[src/rtl/rsa_const_unit.sv]
// Computes the Montgomery constant 2^(2N) mod M, with N = WIDTH+2 digits.
// It performs one modular doubling per enabled cycle, for 2N cycles.
//
//   state | meaning
//   ------+-----------------------------------------------------------
//   IDLE  | waiting for start; Const holds the last completed result
//   RUN   | doubling r modulo m_q, one step per ena-qualified cycle
module rsa_const_unit #(
  parameter int WIDTH = 8
) (
  input  logic             clk,
  input  logic             rstb,
  input  logic             ena,
  input  logic             clear,
  input  logic             start,
  input  logic [WIDTH-1:0] M,
  output logic [WIDTH-1:0] Const,
  output logic             busy,
  output logic             done,
  output logic             err
);

  localparam int N     = WIDTH + 2;
  localparam int STEPS = 2 * N;
  localparam int CW    = $clog2(STEPS);
  localparam logic [CW-1:0] LAST_STEP = CW'(STEPS - 1);

  typedef enum logic {IDLE, RUN} state_t;

  state_t           state_q, state_d;
  logic [CW-1:0]    cnt_q, cnt_d;
  logic [WIDTH:0]   r_q, r_d;
  logic [WIDTH-1:0] m_q, m_d;
  logic [WIDTH-1:0] const_q, const_d;
  logic             done_q, done_d;
  logic             err_q, err_d;

  logic [WIDTH:0]   t;
  logic [WIDTH:0]   r_step;

  // r stays below m_q, so doubling its low WIDTH bits cannot lose a carry.
  assign t      = {r_q[WIDTH-1:0], 1'b0};
  assign r_step = (t >= {1'b0, m_q}) ? (t - {1'b0, m_q}) : t;

  always_comb begin
    state_d = state_q;
    cnt_d   = cnt_q;
    r_d     = r_q;
    m_d     = m_q;
    const_d = const_q;
    done_d  = 1'b0;
    err_d   = err_q;

    if (clear) begin
      state_d = IDLE;
      cnt_d   = '0;
      r_d     = '0;
      const_d = '0;
      err_d   = 1'b0;
    end else begin
      case (state_q)
        IDLE: begin
          if (start) begin
            m_d   = M;
            cnt_d = '0;
            err_d = 1'b0;
            if (!M[0]) begin
              err_d  = 1'b1;
              done_d = 1'b1;
            end else begin
              state_d = RUN;
              r_d     = {{WIDTH{1'b0}}, (M != WIDTH'(1))};
            end
          end
        end
        RUN: begin
          r_d   = r_step;
          cnt_d = cnt_q + CW'(1);
          if (cnt_q == LAST_STEP) begin
            const_d = r_step[WIDTH-1:0];
            done_d  = 1'b1;
            cnt_d   = '0;
            state_d = IDLE;
          end
        end
        default: state_d = IDLE;
      endcase
    end
  end

  always_ff @(posedge clk or negedge rstb) begin
    if (!rstb) begin
      state_q <= IDLE;
    end else if (ena) begin
      state_q <= state_d;
    end
  end

  always_ff @(posedge clk or negedge rstb) begin
    if (!rstb) begin
      cnt_q   <= '0;
      r_q     <= '0;
      m_q     <= '0;
      const_q <= '0;
      done_q  <= 1'b0;
      err_q   <= 1'b0;
    end else if (ena) begin
      cnt_q   <= cnt_d;
      r_q     <= r_d;
      m_q     <= m_d;
      const_q <= const_d;
      done_q  <= done_d;
      err_q   <= err_d;
    end
  end

  assign Const = const_q;
  assign busy  = (state_q == RUN);
  assign done  = done_q;
  assign err   = err_q;

endmodule

[config.mk]
export PLATFORM = sky130hd
export DESIGN_NAME = rsa_const_unit
export DESIGN_NICKNAME = d
export VERILOG_FILES = /design/src/rtl/rsa_const_unit.sv
export SDC_FILE = /design/constraint.sdc
export NUM_CORES = 1
export LEC_CHECK = 0
export CORE_ASPECT_RATIO = 0.75
export CORE_MARGIN = 5
export CORE_UTILIZATION = 30
export DETAILED_ROUTE_END_ITERATION = 10
export PLACE_DENSITY = 0.52
export SYNTH_ARGS = -nofsm -noshare
export SYNTH_HDL_FRONTEND = slang
export SYNTH_SLANG_ARGS = --single-unit
[constraint.sdc]
create_clock -name clk -period 3.44 [get_ports clk]
set_input_delay 0.344 -clock clk [delete_from_list [all_inputs] [get_ports clk]]
set_output_delay 0.344 -clock clk [all_outputs]
set_load 0.005 [all_outputs]
==> flow_summary_export.csv, run 1 <==
group,metric,value,unit
outcome,status,"complete, no violations",
setup_path,critical-path-top-delay-family,"compound AO/OA/AOI/OAI gates",
cells_and_area,syn2layout_area_growth,20.7,%
die,dieArea,0.00814,sq mm
clocking,cts-root-buf,"sky130_fd_sc_hd__clkbuf_8",
timing,rsz0062_at_grt,"no",
setup_path,critical_path.max_fanout,11,
logic_synthesis,synth_area,0.00193,sq mm
worst_hold_path,worst_hold_path_type,"input pin to asynchronous set/reset pin",
placement,post_dp_cell_area,0.00223,sq mm
timing,final_min_period_over_clock_period,0.684,
setup_path,crit_path_end_kind,"flop",
timing,clock.fmax,0.425,GHz
clocking,clk_pin_slew,0.06,ns
die,coreArea,0.00626,sq mm
global_route,globalRouteTotalUtil,0.127,
setup_path,worstPathArrival,2.52,ns
cells_and_area,layout.cells.most_common,"sky130_fd_sc_hd__dfrtp_1",
die,pin_count,24,
power_and_ir_drop,power_density_cells,426,mW/mm^2
detailed_routing,drc_errors,0,
clocking,cts-resized-gates,0,
die,initial_core_util,0.308,
clocking,cts_htree_levels,2,
power_and_ir_drop,netSwitchingPower,0.000313,W
power_and_ir_drop,total_leakage_power,0.965,nW
detailed_routing,drtPass1Iterations,4,
cells_and_area,drive_above_1_share,0.0714,
timing,max-slew-margin-rel,0.420,
power_and_ir_drop,clock_power_share,0.302,
cells_and_area,final_cell_mix,"32 x sky130_fd_sc_hd__dfrtp_1, 31 x sky130_fd_sc_hd__nand2_1, 23 x sky130_fd_sc_hd__clkdlybuf4s50_1, 19 x sky130_fd_sc_hd__o21ai_0, 18 x sky130_fd_sc_hd__inv_1",
placement,port-buffer-count,23,
setup_path,setup.reg_to_reg.worst_slack,1.09,ns
detailed_routing,dr.first_iter.drc_count,98,
placement,place_congestion,0.826,
clocking,cts_setup_buffers,0,
global_route,grt_start_max_net_pins,33,
logic_synthesis,post_synth_edffs,0,
cells_and_area,fill_cell_total_of_the_finished_layout,636,
die,die_height,79.4,um
placement,dp_worst_setup_slack,1.08,ns
placement,detailed_place_hpwl,3560,um
logic_synthesis,syn_avg_cell_area,9.04,sq um
global_route,grt-ovfl-total,0,
power_and_ir_drop,vdd_ir_drop_max,0.168,mV
timing,period_needed,2.35,ns
setup_path,timing.critical_path.slowest_stage_cell,"sky130_fd_sc_hd__dfrtp_1",
logic_synthesis,synth-warning-count,0,
logic_synthesis,netlist-cell-type-count,52,
setup_path,critical_path.n_buffers_inverters,1,
timing,fin_tns_setup,0,ns
setup_path,timing.critical_path.slowest_cell_delay,0.42,ns
logic_synthesis,synthFlopType,"sky130_fd_sc_hd__dfrtp_1",
detailed_routing,routed_via_count,1644,
cells_and_area,num-nets-final,260,
clocking,ctsLongestPathBuffers,2,
setup_path,startpoint_class,"flop",
timing,final_max_slew_viol_count,0,
timing,timing.final.setup_violations,0,
detailed_routing,detail_route.vias_per_cell,5.15,
power_and_ir_drop,switching_share,0.317,
power_and_ir_drop,seqPwrFrac,0.431,
detailed_routing,wire_per_inst,14.9,um
clocking,cts_hold_buf,0,
logic_synthesis,postSynthRegisterBits,32,
setup_path,worst_r2r_endpoint,"Const[2]$_DFFE_PN0P_",
logic_synthesis,syn_inst,213,
cells_and_area,design_area,0.00232,sq mm
setup_path,chain_of_cells_forming_the_critical_path,"ha_1 > o211a_1 > a211oi_2 > a211oi_1 > buf_4 > or3_1 > a32o_1",
cells_and_area,antenna_cells,0,
timing,finalWorstSetupSlack,1.09,ns
power_and_ir_drop,report.power.total,0.000990,W
die,core.rowCount,25,
logic_synthesis,synth_seq_area_share,0.416,
detailed_routing,wirelength,4760,um
setup_path,cp.required,3.61,ns
detailed_routing,antenna_left,0,
clocking,numCtsBuffers,5,
clocking,clock_sinks,32,
power_and_ir_drop,comb_power_share,0.267,
die,die_w,103,um
timing,timing_worst_slew_pin_value,0.864,ns
run,cap_viol_max_count,0,
timing,skew,0.00599,ns
clocking,clock_tree_from_tritoncts,"built",
setup_path,setup.worst_path.class,"flop to flop",
timing,timing.final.hold_violations,0,
logic_synthesis,synth.net_count,236,
clocking,source_to_sink_clock_delay_at_the_later_pin_of_the_worst_skew_pair,0.29,ns
setup_path,reg2reg_depth,7,
global_route,grt_pass1_vias,1595,
logic_synthesis,async_flop_share,1.00,
global_route,grt_first_pass_wirelength,8000,um
setup_path,rr_startpoint,"r_q[3]$_DFFE_PN0P_",
global_route,grt_antenna_before_repair,0,
power_and_ir_drop,p_int,0.000677,W
[per-layer routing]
metal / GRT usage / vias up / part of all wire
met1: 0.200 / 754 / 0.56
met2: 0.156 / 50 / 0.37
met4: 0.0472 / 0 / 0.0088
li1: - / 836 / -
met5: 0 / - / 0
met3: 0.0376 / 4 / 0.061
[power groups by stage]
stage,clock (W),sequential [W],combinational (W)
after detailed placement,0,0.000433,0.000264
after floorplan,0,0.000425,0.000189
after global placement,0,0.000432,0.000264
after global routing,0.000325,0.000430,0.000301
final,0.000299,0.000427,0.000264
after CTS,0.000313,0.000426,0.000265
[synthesized netlist by cell type, drive strengths merged (2+ instances only)]
library cell  instances  area (sq um)
or3                   3          18.8
o21ai                28           140
a31oi                 2          12.5
nor3                  2          15.0
inv                  18          67.6
nand3                 2          10.0
o211ai               13          97.6
nand2b                3          18.8
nor2                 10          37.5
a211oi                3          27.5
a32o                  3          30.0
xor2                  2          17.5
ha                    9           113
a2111oi               2          23.8
nor2b                 2          12.5
a21o                  2          15.0
clkbuf                4          15.0
buf                   5          31.3
a32oi                 4          35.0
o31ai                 2          15.0
a211o                 2          18.8
nor4                  2          12.5
dfrtp                32           801
a21oi                 5          25.0
nand2                31           116
nor3b                 2          15.0
[cells by family (layout without fill, tap and decap cells)]
logic type,after synthesis,after routing,share of synthesized area
buf+inv,27,52,0.0591
flops,32,32,0.416
compound gates,76,76,0.274
fa+ha+maj,10,10,0.0689
simple gates,64,64,0.163
xor+xnor,3,3,0.0136
mux,1,1,0.00585
[area by class of cell]
cell class | count | area, sq um | share of cell area
repair buffers | 26 | 253 | 0.109
multi-input cells | 154 | 1010 | 0.435
clock buffers | 8 | 90.1 | 0.0388
inverters | 18 | 67.6 | 0.0291
flip-flops and latches | 32 | 801 | 0.345
well taps | 81 | 101 | 0.0436
[registers in the layout, indices dropped and copies added (netlist names)]
name   flops
busy       1
cnt_q      5
r_q        8
done       1
Const      8
err        1
m_q        8
[worst max-delay path by stage]
stage | from | depth (start not counted) | slack (ns) | end
final | r_q[3]$_DFFE_PN0P_ | 7 | 1.09 | Const[2]$_DFFE_PN0P_
after global routing | r_q[0]$_DFFE_PN0P_ | 6 | 0.91 | r_q[4]$_DFFE_PN0P_
after floorplan | r_q[3]$_DFFE_PN0P_ | 7 | 1.40 | r_q[2]$_DFFE_PN0P_
after global placement | r_q[3]$_DFFE_PN0P_ | 7 | 1.11 | Const[2]$_DFFE_PN0P_
after CTS | r_q[5]$_DFFE_PN0P_ | 5 | 1.09 | Const[0]$_DFFE_PN0P_
after detailed placement | r_q[5]$_DFFE_PN0P_ | 5 | 1.08 | r_q[1]$_DFFE_PN0P_
[metrics by stage]
| step | instances | util | hold WS (ns) |
|---|---|---|---|
| final | 319 | 0.371 | 0.461 |
| after detailed placement | 311 | 0.357 | 0.489 |
| after floorplan | 213 | - | 0.0484 |
| after CTS | 319 | 0.371 | 0.472 |
| after global placement | 311 | 0.357 | 0.473 |
| after global routing | 319 | 0.371 | 0.501 |
Power figures use the tool's default switching activity.
==> inputs of run 2 (changes only) <==
==> constraint.sdc (replaced) <==
create_clock -name clk -period 2.4 [get_ports clk]
set_input_delay 0.24 -clock clk [delete_from_list [all_inputs] [get_ports clk]]
set_output_delay 0.24 -clock clk [all_outputs]
set_load 0.005 [all_outputs]
==> run 2 against run 1 <==
Against the previous run:
- worst setup slack worse by 0.87 ns
- largest cell class unchanged
- largest power group unchanged
- first-iteration DRC count shrank 26%
- sequential share of layout area decreased by 0.71 points
- combinational power is 54% higher
- final cell count is 1.9% higher
- die area is the same
==> flow_summary_export.csv, run 2 (synthesis gave the netlist of run 1 again) <==
group,metric,value,unit
outcome,status,"complete, no violations",
placement,port-buffer-count,23,
clocking,cts_hold_buf,0,
global_route,globalRouteTotalUtil,0.136,
die,pin_count,24,
clocking,cts_setup_buffers,0,
setup_path,timing.critical_path.slowest_cell_delay,0.47,ns
power_and_ir_drop,vdd_ir_drop_max,0.249,mV
die,die_w,103,um
power_and_ir_drop,power_density_cells,609,mW/mm^2
detailed_routing,antenna_left,0,
setup_path,rr_startpoint,"r_q[5]$_DFFE_PN0P_",
detailed_routing,routed_via_count,1692,
timing,clock.fmax,0.458,GHz
timing,final_min_period_over_clock_period,0.910,
setup_path,startpoint_class,"flop",
worst_hold_path,worst_hold_path_type,"input pin to asynchronous set/reset pin",
global_route,grt_start_max_net_pins,33,
die,dieArea,0.00814,sq mm
power_and_ir_drop,report.power.total,0.00144,W
cells_and_area,drive_above_1_share,0.0984,
cells_and_area,antenna_cells,0,
timing,timing_worst_slew_pin_value,0.615,ns
cells_and_area,layout.cells.most_common,"sky130_fd_sc_hd__dfrtp_1",
timing,period_needed,2.18,ns
setup_path,crit_path_end_kind,"flop",
timing,final_max_slew_viol_count,0,
detailed_routing,detail_route.vias_per_cell,5.21,
timing,timing.final.setup_violations,0,
placement,detailed_place_hpwl,3780,um
setup_path,timing.critical_path.slowest_stage_cell,"sky130_fd_sc_hd__a2111oi_2",
timing,timing.final.hold_violations,0,
setup_path,chain_of_cells_forming_the_critical_path,"ha_1 > a2111oi_2 > a211oi_1 > or3_1 > a32o_1",
cells_and_area,num-nets-final,266,
global_route,grt-ovfl-total,0,
clocking,clk_pin_slew,0.07,ns
detailed_routing,drc_errors,0,
cells_and_area,syn2layout_area_growth,23.2,%
die,coreArea,0.00626,sq mm
placement,place_congestion,0.838,
detailed_routing,drtPass1Iterations,4,
setup_path,setup.worst_path.class,"flop to flop",
cells_and_area,sequential_cell_area,801,sq um
clocking,cts-root-buf,"sky130_fd_sc_hd__clkbuf_8",
cells_and_area,final_cell_mix,"32 x sky130_fd_sc_hd__dfrtp_1, 31 x sky130_fd_sc_hd__nand2_1, 23 x sky130_fd_sc_hd__clkdlybuf4s50_1, 19 x sky130_fd_sc_hd__o21ai_0, 18 x sky130_fd_sc_hd__inv_1",
die,core.rowCount,25,
clocking,clock_sinks,32,
clocking,source_to_sink_clock_delay_at_the_later_pin_of_the_worst_skew_pair,0.28,ns
timing,rsz0062_at_grt,"no",
clocking,ctsLongestPathBuffers,2,
timing,fin_tns_setup,0,ns
setup_path,critical_path.max_fanout,9,
setup_path,crit_path_launch,"r_q[5]$_DFFE_PN0P_",
clocking,numCtsBuffers,5,
clocking,cts-resized-gates,0,
die,initial_core_util,0.308,
run,cap_viol_max_count,0,
clocking,cts_htree_levels,2,
setup_path,cp.required,2.57,ns
detailed_routing,dr.first_iter.drc_count,73,
detailed_routing,wire_per_inst,15.1,um
global_route,grt_first_pass_wirelength,8570,um
cells_and_area,multi_input_comb_area,0.00101,sq mm
detailed_routing,wirelength,4910,um
die,die_height,79.4,um
timing,timing.hold.ws,0.358,ns
global_route,grt_antenna_before_repair,0,
power_and_ir_drop,total_leakage_power,0.998,nW
placement,dp_worst_setup_slack,0.207,ns
timing,finalWorstSetupSlack,0.216,ns
cells_and_area,fill_cell_total_of_the_finished_layout,663,
timing,max-slew-margin-rel,0.579,
global_route,grt_pass1_vias,1613,
setup_path,worstPathArrival,2.35,ns
timing,skew,0.00715,ns
clocking,clock_tree_from_tritoncts,"built",
run 2: routing by layer:
metal	wire (um)	GRT usage	vias to the layer above
met3	353	0.0376	8
met5	0	0	-
met4	83	0.0433	0
met1	2710	0.227	781
li1	-	-	848
met2	1760	0.159	55
run 2: report_power, final:
part           internal, W  total (W)  switching [W]
registers         0.000581   0.000607      0.0000260
logic             0.000165   0.000406       0.000241
clock network     0.000234   0.000432       0.000198
run 2: cell type report:
| cell class | count | area share |
|---|---|---|
| clock buffers | 8 | 0.0380 |
| inverters | 18 | 0.0285 |
| multi-input cells | 154 | 0.428 |
| flip-flops and latches | 32 | 0.338 |
| well taps | 81 | 0.0427 |
| repair buffers | 32 | 0.126 |
run 2: per-stage QoR:
step | area, sq um | instances | utilization
after detailed placement | 2280 | 317 | 0.364
after global placement | 2280 | 317 | 0.364
after global routing | 2370 | 325 | 0.379
after CTS | 2370 | 325 | 0.379
after floorplan | 1930 | 213 | -
final | 2370 | 325 | 0.379
run 2: final timing paths:
path,depth (start not counted),slack [ns],end
min in group clk,2,0.49,Const[7]$_DFFE_PN0P_
max in group asynchronous,2,1.74,r_q[7]$_DFFE_PN0P_
hold reg to reg,2,0.49,Const[7]$_DFFE_PN0P_
setup reg to reg,5,0.22,Const[2]$_DFFE_PN0P_
setup / recovery,5,0.22,Const[2]$_DFFE_PN0P_
hold / removal,2,0.36,cnt_q[3]$_DFFE_PN0P_
run 2: worst max-delay path: cells and delay by family (launching register included):
family,cells,cell delay (ns)
DFF,1,0.40
and+or+nand+nor,1,0.36
AOI/OAI and AO/OA,3,0.89
adders and majority gates,1,0.42
